===== config.mk =====
export PLATFORM = sky130hd
export DESIGN_NAME = stream_reorder_ctrl
export DESIGN_NICKNAME = d
export VERILOG_FILES = /design/src/rtl/stream_pkg.sv /design/src/rtl/stream_slice_rev.sv /design/src/rtl/stream_reorder_ctrl.sv
export SDC_FILE = /design/constraint.sdc
export NUM_CORES = 1
export LEC_CHECK = 0
export BUFFER_PORTS_ARGS = -buffer_cell sky130_fd_sc_hd__clkbuf_2
export CAP_MARGIN = 30
export CELL_PAD_IN_SITES_DETAIL_PLACEMENT = 1
export CELL_PAD_IN_SITES_GLOBAL_PLACEMENT = 1
export CORE_UTILIZATION = 45
export DETAILED_ROUTE_END_ITERATION = 16
export HOLD_SLACK_MARGIN = 0.08
export PLACE_DENSITY_LB_ADDON = 0.1
export SLEW_MARGIN = 20
export SYNTH_ARGS = -nofsm -noshare
export SYNTH_HDL_FRONTEND = slang
export SYNTH_HIERARCHICAL = 1
export SYNTH_SLANG_ARGS = --single-unit

===== constraint.sdc =====
create_clock -name clk -period 2.1 [get_ports clk]
set_input_delay 0.21 -clock clk [delete_from_list [all_inputs] [get_ports clk]]
set_output_delay 0.21 -clock clk [all_outputs]
set_load 0.02 [all_outputs]

===== src/rtl/stream_pkg.sv =====
// stream_pkg: shared types, defaults and slice-size decode for the stream reorder engine
package stream_pkg;
   localparam int WORD_W_DEF = 32;
   typedef enum logic [2:0] {SL1, SL2, SL4, SL8, SL16, SL_PASS} slice_e;
   typedef enum logic {IDLE, HOLD} state_e;
   function automatic slice_e decode_slice(input logic [2:0] cfg);
      return (cfg > 3'd4) ? SL_PASS : slice_e'(cfg);
   endfunction
endpackage


===== src/rtl/stream_slice_rev.sv =====
// stream_slice_rev: combinational left-stream slice reversal ({<< S {data}}) at a selectable slice size
//   data     in  W   word to reorder
//   slice    in      slice size select, SL_PASS returns data unchanged
//   reversed out W   data with slice order reversed, bits inside a slice kept
module stream_slice_rev import stream_pkg::*; #(
   parameter int W = 32
) (
   input  logic [W-1:0] data,
   input  slice_e       slice,
   output logic [W-1:0] reversed
);
   logic [4:0][W-1:0] r;
   for (genvar s = 0; s < 5; s++) begin : g_s
      localparam int SZ = 1 << s;
      localparam int N = W / SZ;
      for (genvar k = 0; k < N; k++) begin : g_k
         assign r[s][k*SZ +: SZ] = data[(N-1-k)*SZ +: SZ];
      end
   end
   always_comb
      reversed = slice == SL1  ? r[0] :
                 slice == SL2  ? r[1] :
                 slice == SL4  ? r[2] :
                 slice == SL8  ? r[3] :
                 slice == SL16 ? r[4] : data;
endmodule


===== src/rtl/stream_reorder_ctrl.sv =====
// stream_reorder_ctrl: sequenced slice-reversal engine with optional two-beat pairing and registered output
//   clk, rst_n              clock, async active-low reset
//   cfg_slice, cfg_pair     slice size and pairing mode, latched on the first beat of an operation
//   in_valid/in_ready/in_data       input word stream
//   out_valid/out_ready/out_data    result stream, out_wide marks a paired result
//   busy, op_count          activity flag and count of completed output handshakes
module stream_reorder_ctrl import stream_pkg::*; #(
   parameter int WORD_W = WORD_W_DEF,
   parameter int CNT_W  = 16
) (
   input  logic                clk,
   input  logic                rst_n,
   input  logic [2:0]          cfg_slice,
   input  logic                cfg_pair,
   input  logic                in_valid,
   output logic                in_ready,
   input  logic [WORD_W-1:0]   in_data,
   output logic                out_valid,
   input  logic                out_ready,
   output logic [2*WORD_W-1:0] out_data,
   output logic                out_wide,
   output logic                busy,
   output logic [CNT_W-1:0]    op_count
);
   state_e              state_q;
   slice_e              cfg_q;
   slice_e              slice_now;
   logic [WORD_W-1:0]   hold_q;
   logic [2*WORD_W-1:0] out_data_q, out_data_d;
   logic                out_valid_q, out_wide_q;
   logic [CNT_W-1:0]    cnt_q;
   logic [WORD_W-1:0]   single_rev;
   logic [2*WORD_W-1:0] pair_rev;
   logic                accept, fin, hs;
   assign slice_now = decode_slice(cfg_slice);
   assign in_ready  = !out_valid_q | out_ready;
   assign accept    = in_valid & in_ready;
   assign hs        = out_valid_q & out_ready;
   // a beat finishes an operation when it is the second of a pair or a lone single
   assign fin       = accept & ((state_q == HOLD) | !cfg_pair);
   stream_slice_rev #(.W(WORD_W)) u_rev_single (
      .data(in_data), .slice(slice_now), .reversed(single_rev)
   );
   stream_slice_rev #(.W(2*WORD_W)) u_rev_pair (
      .data({hold_q, in_data}), .slice(cfg_q), .reversed(pair_rev)
   );
   always_comb
      out_data_d = (state_q == HOLD) ? pair_rev : {{WORD_W{1'b0}}, single_rev};
   always_ff @(posedge clk or negedge rst_n) begin
      if (!rst_n) begin
         state_q     <= IDLE;
         cfg_q       <= SL1;
         hold_q      <= '0;
         out_valid_q <= 1'b0;
         out_data_q  <= '0;
         out_wide_q  <= 1'b0;
         cnt_q       <= '0;
      end else begin
         cnt_q       <= cnt_q + CNT_W'(hs);
         out_valid_q <= fin | (out_valid_q & !out_ready);
         if (fin) begin
            out_data_q <= out_data_d;
            out_wide_q <= state_q == HOLD;
         end
         if (accept && state_q == IDLE)
            cfg_q <= slice_now;
         if (accept && state_q == IDLE && cfg_pair) begin
            hold_q  <= in_data;
            state_q <= HOLD;
         end else if (accept) begin
            state_q <= IDLE;
         end
      end
   end
   assign out_valid = out_valid_q;
   assign out_data  = out_data_q;
   assign out_wide  = out_wide_q;
   assign busy      = (state_q == HOLD) | out_valid_q;
   assign op_count  = cnt_q;
endmodule


==> out/summary.log, run 1 <==
[run_status] result of the run completed
[layout] synth-to-layout area growth 18.4%
[clocking] number of buffers created by CTS 17
[critical_path] slowest stage cell on the critical path dfrtp_4
[power] switching pwr 9.18 mW
[clocking] CTS tree built
[yosys] Warnings, synthesis 6
[detailed_routing] DRT Wirelength 52600 um
[global_routing] wire length of the first global-routing pass 78700 um
[critical_path] endpoint of the worst-slack reg-to-reg timing path out_data[2]$_DFFE_PN0P_
[detailed_routing] vias post-DR 13545
[floorplanning] Core Rows 58
[critical_path] arrival time at the worst endpoint 2470 ps
[detailed_routing] number of nets with antenna violations after routing 0
[yosys] sequential-to-total area share from yosys stat 25.2%
[critical_path] kind of start point of the critical path flop
[power] Int Pwr 9.76 mW
[layout] end-of-flow core utilization 54.7%
[worst_hold_path] Hold/Removal Path Class in2reg
[yosys] total nets after synthesis 1614
[detailed_routing] first-pass detailed-route iteration total 5
[detailed_routing] average wire per cell in the routed design 26.1 um
[critical_path] flop2flop setup slack 8 ps
[sta] final critical-path required period 2090 ps
[power] switching share of power 48.5%
[sta] pins over their slew limit 0
[floorplanning] chip width 163 um
[clocking] clk buf depth 2
[place] total of buffers placed on input and output ports 123
[yosys] dominant synthesized flop cell dfrtp_1
[global_routing] largest net degree at the start of global routing 87
[critical_path] CP peak stage delay 510 ps
[clocking] post-CTS clock slew at the launch and capture registers of the worst setup and hold paths 70 ps
[layout] NumNets Final 1719
[critical_path] number of cells on the worst reg-to-reg path 7
[yosys] EDFF count, synth 0
[detailed_routing] Remaining DRCs 0
[yosys] count of state elements after synthesis 118
[clocking] CTS root buf clkbuf_16
[detailed_routing] amount of wire on met3 after detailed routing 5050 um
[critical_path] cell breakdown of the critical path buf_12 > nand2_2 > buf_12 > a21oi_1 > o32ai_1 > mux2_2 > mux2_2
[yosys] mean area per synthesized cell 7.47 um^2
[global_routing] total gr overflow 0
[global_routing] via count of the first global-routing pass 12921
[power] leakage power total 6.27 nW
[floorplanning] count of boundary I/O pins 124
[clocking] H-tree depth 4
[global_routing] overall global routing resource usage 39.0%
[power] fraction of power consumed by the clock network 16.9%
[layout] final antenna diode count 0
[sta] slew at the pin closest to its max-slew limit 619 ps
[floorplanning] Die ar. 26700 um^2
[worst_hold_path] launch instance of the worst min-delay path in_valid
[flow_run] number of max-cap violations 0
[yosys] area share of the leading cell type in the synthesized netlist 25.2%
[floorplanning] area of the core 25400 um^2
[critical_path] critical register-to-register path startpoint cfg_q[1]$_DFFE_PN0P_
[critical_path] Max FO, Critical Path 37
[floorplanning] height of the die 163 um
[sta] Final Hold Vio Count 0
[worst_hold_path] Hold EP state_q$_DFFE_PN0P_
[place] GPL Wtd Cong 0.910
[clocking] clock tree sinks 118
[layout] layout cells sized above 1 24.9%
[sta] count of endpoints failing setup in the final report 0
[sta] timing-limited maximum frequency 478 MHz
[global_routing] antenna violations before repair 0
[yosys] proportion of synthesized flip-flops having asynchronous set or reset 100%
[critical_path] kind of critical path reg2reg
[yosys] cell area after synthesis 11700 um^2
[clocking] clock latency of the later-clocked register in the worst-skew pair 440 ps
[yosys] cell types occupying the most area after synthesis dfrtp_1, a21oi_1, mux2_2
[worst_hold_path] Hold Path Depth 2
[power] peak ir drop on the vdd network 0.000711 V
[yosys] count of unique library cells instantiated by Yosys 57
[critical_path] Worst Setup End Kind flop
[power] share of power burned in registers 23.7%
[yosys] post-synthesis cell count 1571
[yosys] leading area contributor after synthesis dfrtp_1
[critical_path] required time of the critical path 2480 ps
[sta] setup clock skew after layout 17.8 ps
[detailed_routing] via/cell ratio 6.71
[power] PnR Total Power 18.9 mW
[power] power density over the cells 1360 nW/um^2
[power] combinational cell fraction of total power 59.3%
[detailed_routing] routed metal-1 wirelength 21500 um
[sta] max_slew headroom 58.7%
[place] post-DP HPWL 34500 um
[sta] part of the cycle the worst path needs 99.6%
[detailed_routing] DRC marker count from the first detailed-route iteration 1451
[detailed_routing] top routing layer used met4
[detailed_routing] WL met2 23700 um
[floorplanning] starting density of the core 46.2%
[sta] RSZ-0062 raised after global routing yes
[layout make-up]
class                   instances  area (um^2)
fillers                      3206        11500
multi-input cells            1204         7600
flip-flops and latches        118         2960
repair buffers                248         1970
clock buffers                  19          443
well taps                     330          413
inverters                      87          327
clock inverters                13          170
[logic make-up after synthesis]
family / count (synthesis) / synth area share [%]
adders and majority gates: 3 / 0.320
DFF: 118 / 25.2
xor gates and xnor gates: 14 / 1.05
AOI/OAI and AO/OA: 631 / 34.1
muxes: 102 / 10.3
buffers and inverters: 249 / 11.2
and+or+nand+nor: 454 / 17.9
[synthesized netlist by cell type, types with 27 or more instances]
master	instances
nand2b_1	66
nor3_1	32
inv_1	87
buf_2	85
mux2_2	83
clkbuf_1	27
o21ai_0	50
a21oi_1	339
nand2_1	104
a22o_1	32
nor2_1	186
dfrtp_1	118
o32ai_1	105
[worst max-delay path: cells and delay by family, from the launching register on]
| family | cells | cell delay, ps |
|---|---|---|
| AOI/OAI and AO/OA | 2 | 570 |
| buffers and inverters | 2 | 410 |
| DFF | 1 | 510 |
| muxes | 2 | 390 |
| and+or+nand+nor | 1 | 130 |
[what timing repair did]
item	in CTS	in global routing
endpoints found under the setup margin	3	34
gates resized for setup	2	22
endpoints found under the hold margin	33	0
pin swaps	0	2
setup buffers	0	1
hold buffers	1	0
cloned	1	0
[stage by stage]
| stage | setup TNS, ps | cells | instance area, um^2 | setup WS [ps] | hold WS, ps |
|---|---|---|---|---|---|
| 6_report | 0 | 2019 | 13900 | 8.34 | 124 |
| 5_1_grt | -64.6 | 2019 | 13900 | -38.7 | 148 |
| 4_1_cts | 0 | 2018 | 13800 | 2.17 | 117 |
| 3_5_place_dp | -182 | 1984 | 13100 | -48.2 | 255 |
| 3_3_place_gp | -25.8 | 1984 | 13100 | -21.1 | 245 |
| 2_1_floorplan | 0 | 1571 | 11700 | 119 | -85.6 |
[state kept, by name (all words and copies together) (netlist names)]
register	flops
out_valid	1
op_count	16
out_wide	1
cfg_q	3
state_q	1
hold_q	32
out_data	64
[power groups by stage]
stage	sequential [mW]	clock, mW	combinational, mW
2_1_floorplan	4.79	0	6.57
3_3_place_gp	4.45	0	10.3
3_5_place_dp	4.49	0	10.6
4_1_cts	4.45	3.22	10.8
5_1_grt	4.59	3.31	11.9
6_report	4.49	3.21	11.2
[layer usage]
layer / GRT usage [%] / vias to the layer above
met5: 0 / -
met4: 18.9 / 0
met3: 7.19 / 160
met2: 59.7 / 802
met1: 52.4 / 6652
li1: - / 5931
[placed cells by master (no fill, tap or decap), drive strengths merged, types with 66 or more instances in the layout]
master / instances
nand2b: 66
inv: 91
o32ai: 105
clkbuf: 142
nor2: 186
mux2: 102
nand2: 107
a21oi: 339
dfrtp: 118
buf: 123
[worst max path at each step]
stage,startpoint,to,slack [ps],cells after the start
3_3_place_gp,cfg_slice[2],out_data[12]$_DFFE_PN0P_,-20,9
3_5_place_dp,cfg_slice[2],out_data[12]$_DFFE_PN0P_,-50,9
2_1_floorplan,cfg_slice[1],out_data[30]$_DFFE_PN0P_,120,8
5_1_grt,cfg_q[1]$_DFFE_PN0P_,out_data[14]$_DFFE_PN0P_,-40,8
6_report,cfg_q[1]$_DFFE_PN0P_,out_data[2]$_DFFE_PN0P_,8,7
4_1_cts,cfg_q[0]$_DFFE_PN0P_,out_data[55]$_DFFE_PN0P_,2,8
Note: power is estimated with default switching activity, not from simulation.
==> run 2: changes to the inputs <==
--- a/config.mk
+++ b/config.mk
@@ -9,10 +9,13 @@
 export CAP_MARGIN = 30
 export CELL_PAD_IN_SITES_DETAIL_PLACEMENT = 1
 export CELL_PAD_IN_SITES_GLOBAL_PLACEMENT = 1
+export CORE_ASPECT_RATIO = 1.75
+export CORE_MARGIN = 5
 export CORE_UTILIZATION = 45
 export DETAILED_ROUTE_END_ITERATION = 16
 export HOLD_SLACK_MARGIN = 0.08
 export PLACE_DENSITY_LB_ADDON = 0.1
+export RECOVER_POWER = 25
 export SLEW_MARGIN = 20
 export SYNTH_ARGS = -nofsm -noshare
 export SYNTH_HDL_FRONTEND = slang
==> run 2 against run 1 <==
Global-route usage decreased by 4.7 points. Sequential power decreased by 0.9%. Clock skew decreased by 7.1 ps. Clock power decreased by 5%. Largest cell class unchanged. Worst hold slack got worse by 11 ps. The run now ends with negative setup slack left. Setup slack got worse by 67 ps. Total power increased by 0.70%. Sequential share of layout area decreased by 0.42 points.
==> out/summary.log, run 2 (synthesis gave the netlist of run 1 again) <==
[run_status] result of the run finished with violations
[run_status] failing checks negative setup slack
[floorplanning] Core Rows 78
[critical_path] Worst Setup End Kind flop
[critical_path] arrival time at the worst endpoint 2550 ps
[clocking] number of buffers created by CTS 17
[floorplanning] area of the core 25900 um^2
[layout] NumNets Final 1753
[layout] Largest register FFs 64
[power] fraction of power consumed by the clock network 15.9%
[floorplanning] starting density of the core 45.4%
[critical_path] kind of start point of the critical path flop
[layout] layout cells sized above 1 27.6%
[clocking] clk buf depth 2
[worst_hold_path] Hold Path Depth 2
[power] Int Pwr 9.82 mW
[global_routing] via count of the first global-routing pass 13882
[layout] synth-to-layout area growth 20.8%
[flow_run] number of max-cap violations 0
[floorplanning] height of the die 224 um
[place] total of buffers placed on input and output ports 123
[clocking] CTS root buf clkbuf_16
[critical_path] Max FO, Critical Path 12
[critical_path] number of cells on the worst reg-to-reg path 7
[detailed_routing] Remaining DRCs 0
[clocking] clock latency of the later-clocked register in the worst-skew pair 450 ps
[sta] count of endpoints failing setup in the final report 2
[layout] end-of-flow core utilization 54.8%
[sta] part of the cycle the worst path needs 103%
[detailed_routing] number of nets with antenna violations after routing 0
[clocking] post-CTS clock slew at the launch and capture registers of the worst setup and hold paths 60 ps
[worst_hold_path] Hold/Removal Path Class in2reg
[power] share of power burned in registers 23.4%
[layout] most frequent standard cell in the layout excluding fill and tap cells a21oi_1
[critical_path] flop2flop setup slack -60 ps
[layout] count of placed standard cells in the final layout, fillers left out 2044
[global_routing] total gr overflow 0
[critical_path] launch point of the critical path cfg_q[0]$_DFFE_PN0P_
[global_routing] antenna violations before repair 2
[detailed_routing] first-pass detailed-route iteration total 6
[detailed_routing] DRC marker count from the first detailed-route iteration 1344
[power] combinational cell fraction of total power 60.7%
[critical_path] kind of critical path reg2reg
[sta] slew at the pin closest to its max-slew limit 739 ps
[layout] final instance area 14200 um^2
[worst_hold_path] launch instance of the worst min-delay path in_valid
[global_routing] largest net degree at the start of global routing 85
[sta] final critical-path required period 2160 ps
[detailed_routing] via/cell ratio 6.70
[sta] Final Hold Vio Count 0
[sta] max_slew headroom 50.7%
[global_routing] wire length of the first global-routing pass 80200 um
[layout] count of fill cells added during filler insertion 3271
[sta] setup clock skew after layout 10.7 ps
[critical_path] destination of the critical timing path out_data[13]$_DFFE_PN0P_
[place] post-DP HPWL 37200 um
[floorplanning] count of boundary I/O pins 124
[sta] timing-limited maximum frequency 463 MHz
[detailed_routing] vias post-DR 13687
[sta] pins over their slew limit 0
[power] switching share of power 48.5%
[global_routing] overall global routing resource usage 34.3%
[critical_path] critical register-to-register path startpoint cfg_q[0]$_DFFE_PN0P_
[clocking] clock tree sinks 118
[place] instance area after placement 13300 um^2
[place] placed insts 2005
[power] power density over the cells 1350 nW/um^2
[layout] most frequent cells in the layout a21oi_1, nor2_1, buf_4, clkbuf_2, dfrtp_1
[power] switching pwr 9.25 mW
[critical_path] required time of the critical path 2490 ps
[power] leakage power total 6.40 nW
[detailed_routing] DRT Wirelength 53400 um
[clocking] CTS tree built
[place] GPL Wtd Cong 0.946
[floorplanning] Die ar. 29500 um^2
[critical_path] endpoint of the worst-slack reg-to-reg timing path out_data[13]$_DFFE_PN0P_
[floorplanning] chip width 132 um
[detailed_routing] average wire per cell in the routed design 26.1 um
[sta] setup slack of the critical path after layout -59.1 ps
[power] peak ir drop on the vdd network 0.00101 V
[clocking] H-tree depth 4
## run 2: cell count changes in the layout (fill, tap and decap cells not counted), sizes merged, moves of 3 or more
cell,previous run,this run
clkbuf,142,145
clkinvlp,0,3
buf,123,155
clkinv,6,3
## run 2: layout make-up
| cell class | count | area (um^2) | share of cell area [%] |
|---|---|---|---|
| timing repair buffer | 282 | 2150 | 15.2 |
| clock inverter | 13 | 145 | 1.02 |
| tap | 320 | 400 | 2.83 |
| clock buffer | 19 | 443 | 3.13 |
| antenna | 1 | 2.50 | 0.0177 |
| sequential | 118 | 2960 | 20.9 |
| multi-input combinational | 1204 | 7730 | 54.6 |
| inverter | 87 | 327 | 2.31 |
## run 2: critical path: stages (launching register included)
cell	delay [ps]
dfrtp_4	560
buf_6	170
nand2_2	120
buf_4	230
a21oi_1	100
o32ai_1	510
mux2_2	270
mux2_2	140
## run 2: power by group through the flow
| stage | clock network (mW) | registers, mW | logic [mW] |
|---|---|---|---|
| final | 3.04 | 4.45 | 11.6 |
| after floorplan | 0 | 4.79 | 6.57 |
| after detailed placement | 0 | 4.45 | 10.7 |
| after CTS | 3.08 | 4.41 | 10.9 |
| after global routing | 3.17 | 4.55 | 12.3 |
| after global placement | 0 | 4.41 | 10.5 |
## run 2: repair_timing
action / in CTS / in global routing
hold buffers: 1 / 0
setup buffers: 2 / 2
cloned: 0 / 1
pin swaps: 0 / 4
setup endpoints to repair: 3 / 29
resized for setup: 5 / 44
endpoints found under the hold margin: 24 / 0
## run 2: worst min-delay path by stage
| stage | slack, ps | end |
|---|---|---|
| 6_report | 110 | state_q$_DFFE_PN0P_ |
| 5_1_grt | 110 | state_q$_DFFE_PN0P_ |
| 3_3_place_gp | 170 | out_data[59]$_DFFE_PN0P_ |
| 2_1_floorplan | -90 | cfg_q[0]$_DFFE_PN0P_ |
| 3_5_place_dp | 170 | out_data[59]$_DFFE_PN0P_ |
| 4_1_cts | 90 | state_q$_DFFE_PN0P_ |
## run 2: per-layer routing
| metal | track usage [%] | up-vias | wire length [um] |
|---|---|---|---|
| met5 | 0 | - | 7 |
| met4 | 26.3 | 2 | 4270 |
| met3 | 5.71 | 242 | 3920 |
| met2 | 56.2 | 732 | 25600 |
| met1 | 39.7 | 6722 | 19600 |
| li1 | - | 5989 | - |
## run 2: through the flow
stage | setup TNS [ps] | worst slack [ps] | hold slack, ps | total power [mW]
2_1_floorplan | 0 | 119 | -85.6 | 11.4
3_3_place_gp | -49.8 | -24.3 | 167 | 14.9
3_5_place_dp | -169 | -68.4 | 175 | 15.2
4_1_cts | 0 | 2.62 | 91.9 | 18.4
5_1_grt | -110 | -41.1 | 115 | 20.0
6_report | -65.5 | -59.1 | 113 | 19.1
==> run 3: changes to the inputs <==
--- a/config.mk
+++ b/config.mk
@@ -21,3 +21,4 @@
 export SYNTH_HDL_FRONTEND = slang
 export SYNTH_HIERARCHICAL = 1
 export SYNTH_SLANG_ARGS = --single-unit
+export TNS_END_PERCENT = 20
==> run 3 against run 2 <==
The flow still finishes with violations (negative setup slack). Clock power hardly changed. Clock skew hardly changed. Cell count hardly changed. Critical path depth stayed put. Fmax is 0.54% higher. Non-clock buffer count stayed put. Final area is 0.65% lower. Sequential cell count stayed put. First-iteration DRC count is 8.6% lower. Routed wire length is 0.26% lower. Global-route usage stayed put. Sequential power hardly changed. Critical endpoint is now out_data[27]$_DFFE_PN0P_.
==> out/summary.log, run 3 (synthesis gave the netlist of run 1 again) <==
[clocking] H-tree depth 4
[place] instance area after placement 13300 um^2
[detailed_routing] via/cell ratio 6.72
[global_routing] overall global routing resource usage 34.3%
[clocking] clock tree sinks 118
[detailed_routing] first-pass detailed-route iteration total 5
[critical_path] number of cells on the worst reg-to-reg path 7
[layout] end-of-flow core utilization 54.4%
[sta] count of endpoints failing setup in the final report 5
[layout] most frequent cells in the layout a21oi_1, nor2_1, buf_4, clkbuf_2, dfrtp_1
[floorplanning] chip width 132 um
[global_routing] antenna violations before repair 2
[detailed_routing] number of nets with antenna violations after routing 0
[layout] NumNets Final 1753
[critical_path] Worst Setup End Kind flop
[clocking] clock latency of the later-clocked register in the worst-skew pair 450 ps
[clocking] CTS tree built
[sta] RSZ-0062 raised after global routing yes
[power] leakage power total 6.37 nW
[place] total of buffers placed on input and output ports 123
[critical_path] total stage count of the critical path 7
[floorplanning] Die ar. 29500 um^2
[sta] Final Hold Vio Count 0
[power] power density over the cells 1340 nW/um^2
[sta] Sum Neg Setup Slack -96.4 ps
[clocking] clk buf depth 2
[floorplanning] area of the core 25900 um^2
[detailed_routing] DRC marker count from the first detailed-route iteration 1229
[flow_run] number of max-cap violations 0
[run_status] result of the run finished with violations
[detailed_routing] vias post-DR 13738
[sta] smallest hold slack 102 ps
[critical_path] Max FO, Critical Path 37
[critical_path] slowest stage cell on the critical path dfrtp_4
[critical_path] arrival time at the worst endpoint 2540 ps
[critical_path] kind of critical path reg2reg
[sta] max_slew headroom 50.3%
[sta] pins over their slew limit 0
[sta] final critical-path required period 2150 ps
[critical_path] kind of start point of the critical path flop
[critical_path] Crit path max-delay family compound AO/OA/AOI/OAI gates
[critical_path] cell breakdown of the critical path buf_4 > nand2_2 > buf_12 > a21oi_1 > o32ai_1 > mux2_2 > mux2_4
[floorplanning] Core Rows 78
[place] post-DP HPWL 37200 um
[layout] most frequent standard cell in the layout excluding fill and tap cells a21oi_1
[sta] setup slack of the critical path after layout -47.4 ps
[detailed_routing] DRT Wirelength 53200 um
[global_routing] total gr overflow 0
[floorplanning] count of boundary I/O pins 124
[power] peak ir drop on the vdd network 0.000949 V
[critical_path] worst path bufs/invs 2
[floorplanning] starting density of the core 45.4%
[place] GPL Wtd Cong 0.946
[critical_path] required time of the critical path 2500 ps
[detailed_routing] average wire per cell in the routed design 26.0 um
[layout] Largest register FFs 64
[detailed_routing] Remaining DRCs 0
[sta] part of the cycle the worst path needs 102%
[floorplanning] height of the die 224 um
[global_routing] wire length of the first global-routing pass 80200 um
[layout] layout cells sized above 1 26.9%
[global_routing] largest net degree at the start of global routing 85
[layout] final instance area 14100 um^2
[power] PnR Total Power 18.9 mW
[sta] timing-limited maximum frequency 466 MHz
[layout] synth-to-layout area growth 20.0%
[run_status] failing checks negative setup slack
[clocking] post-CTS clock slew at the launch and capture registers of the worst setup and hold paths 60 ps
[clocking] number of buffers created by CTS 17
[sta] setup clock skew after layout 10.2 ps
[critical_path] CP peak stage delay 550 ps
[clocking] CTS root buf clkbuf_16
[worst_hold_path] Hold Path Depth 2
[global_routing] via count of the first global-routing pass 13882
[sta] slew at the pin closest to its max-slew limit 746 ps
[worst_hold_path] Hold/Removal Path Class in2reg
==> run 3: cell types whose count changed in the layout (fill, tap and decap cells not counted), moves of 2 or more <==
cell,before,now
o32ai_1,83,91
o32ai_2,21,13
buf_4,125,128
buf_6,6,4
nand2_1,100,102
nand2_2,7,5
==> run 3: cell type report <==
type                            count  area [um^2]
Fill cell                        3284        11800
Multi-Input combinational cell   1204         7650
Sequential cell                   118         2960
Timing Repair Buffer              282         2140
Clock buffer                       19          443
Tap cell                          320          400
Inverter                           87          327
Clock inverter                     13          145
Antenna cell                        2         5.00
==> run 3: final timing paths <==
| path | from | end | slack [ps] |
|---|---|---|---|
| min in group asynchronous | rst_n | out_data[58]$_DFFE_PN0P_ | 350 |
| setup / recovery | cfg_q[0]$_DFFE_PN0P_ | out_data[27]$_DFFE_PN0P_ | -50 |
| hold / removal | in_valid | state_q$_DFFE_PN0P_ | 100 |
| hold reg to reg | op_count[15]$_DFF_PN0_ | op_count[15]$_DFF_PN0_ | 470 |
| max in group asynchronous | rst_n | cfg_q[0]$_DFFE_PN0P_ | 440 |
| setup reg to reg | cfg_q[0]$_DFFE_PN0P_ | out_data[27]$_DFFE_PN0P_ | -50 |
==> run 3: what timing repair did <==
item / in CTS / in global routing
resized for setup: 5 / 27
setup endpoints to repair: 3 / 29
pin swaps: 0 / 2
hold buffers: 1 / 0
setup buffers: 2 / 2
hold endpoints to repair: 24 / 0
gates cloned: 0 / 1
==> run 3: report_power, final <==
group	leakage, nW	internal, mW	total [mW]	switching (mW)
clock network	0.281	1.79	3.04	1.25
registers	1.44	3.23	4.43	1.21
logic	4.65	4.71	11.4	6.68
total	6.37	9.73	18.9	9.13
==> run 3: metrics by stage <==
stage / instances / worst slack [ps]
3_3_place_gp: 2005 / -24.3
3_5_place_dp: 2005 / -68.4
5_1_grt: 2044 / -62.8
2_1_floorplan: 1571 / 119
6_report: 2045 / -47.4
4_1_cts: 2040 / 2.62
==> run 3: metal layers <==
layer	track usage, %	vias up	part of all wire, %
met3	5.71	245	7.6
li1	-	5989	-
met1	39.7	6727	37
met5	0	-	0.015
met4	26.3	2	8.0
met2	56.2	775	48
==> run 3: worst reg2reg max path: cells and delay by family (launching register included) <==
kind,cells,cell delay (ps)
AND/OR/NAND/NOR,1,130
multiplexers,2,380
AO/OA/AOI/OAI,2,600
flip-flops,1,550
buffers and inverters,2,430
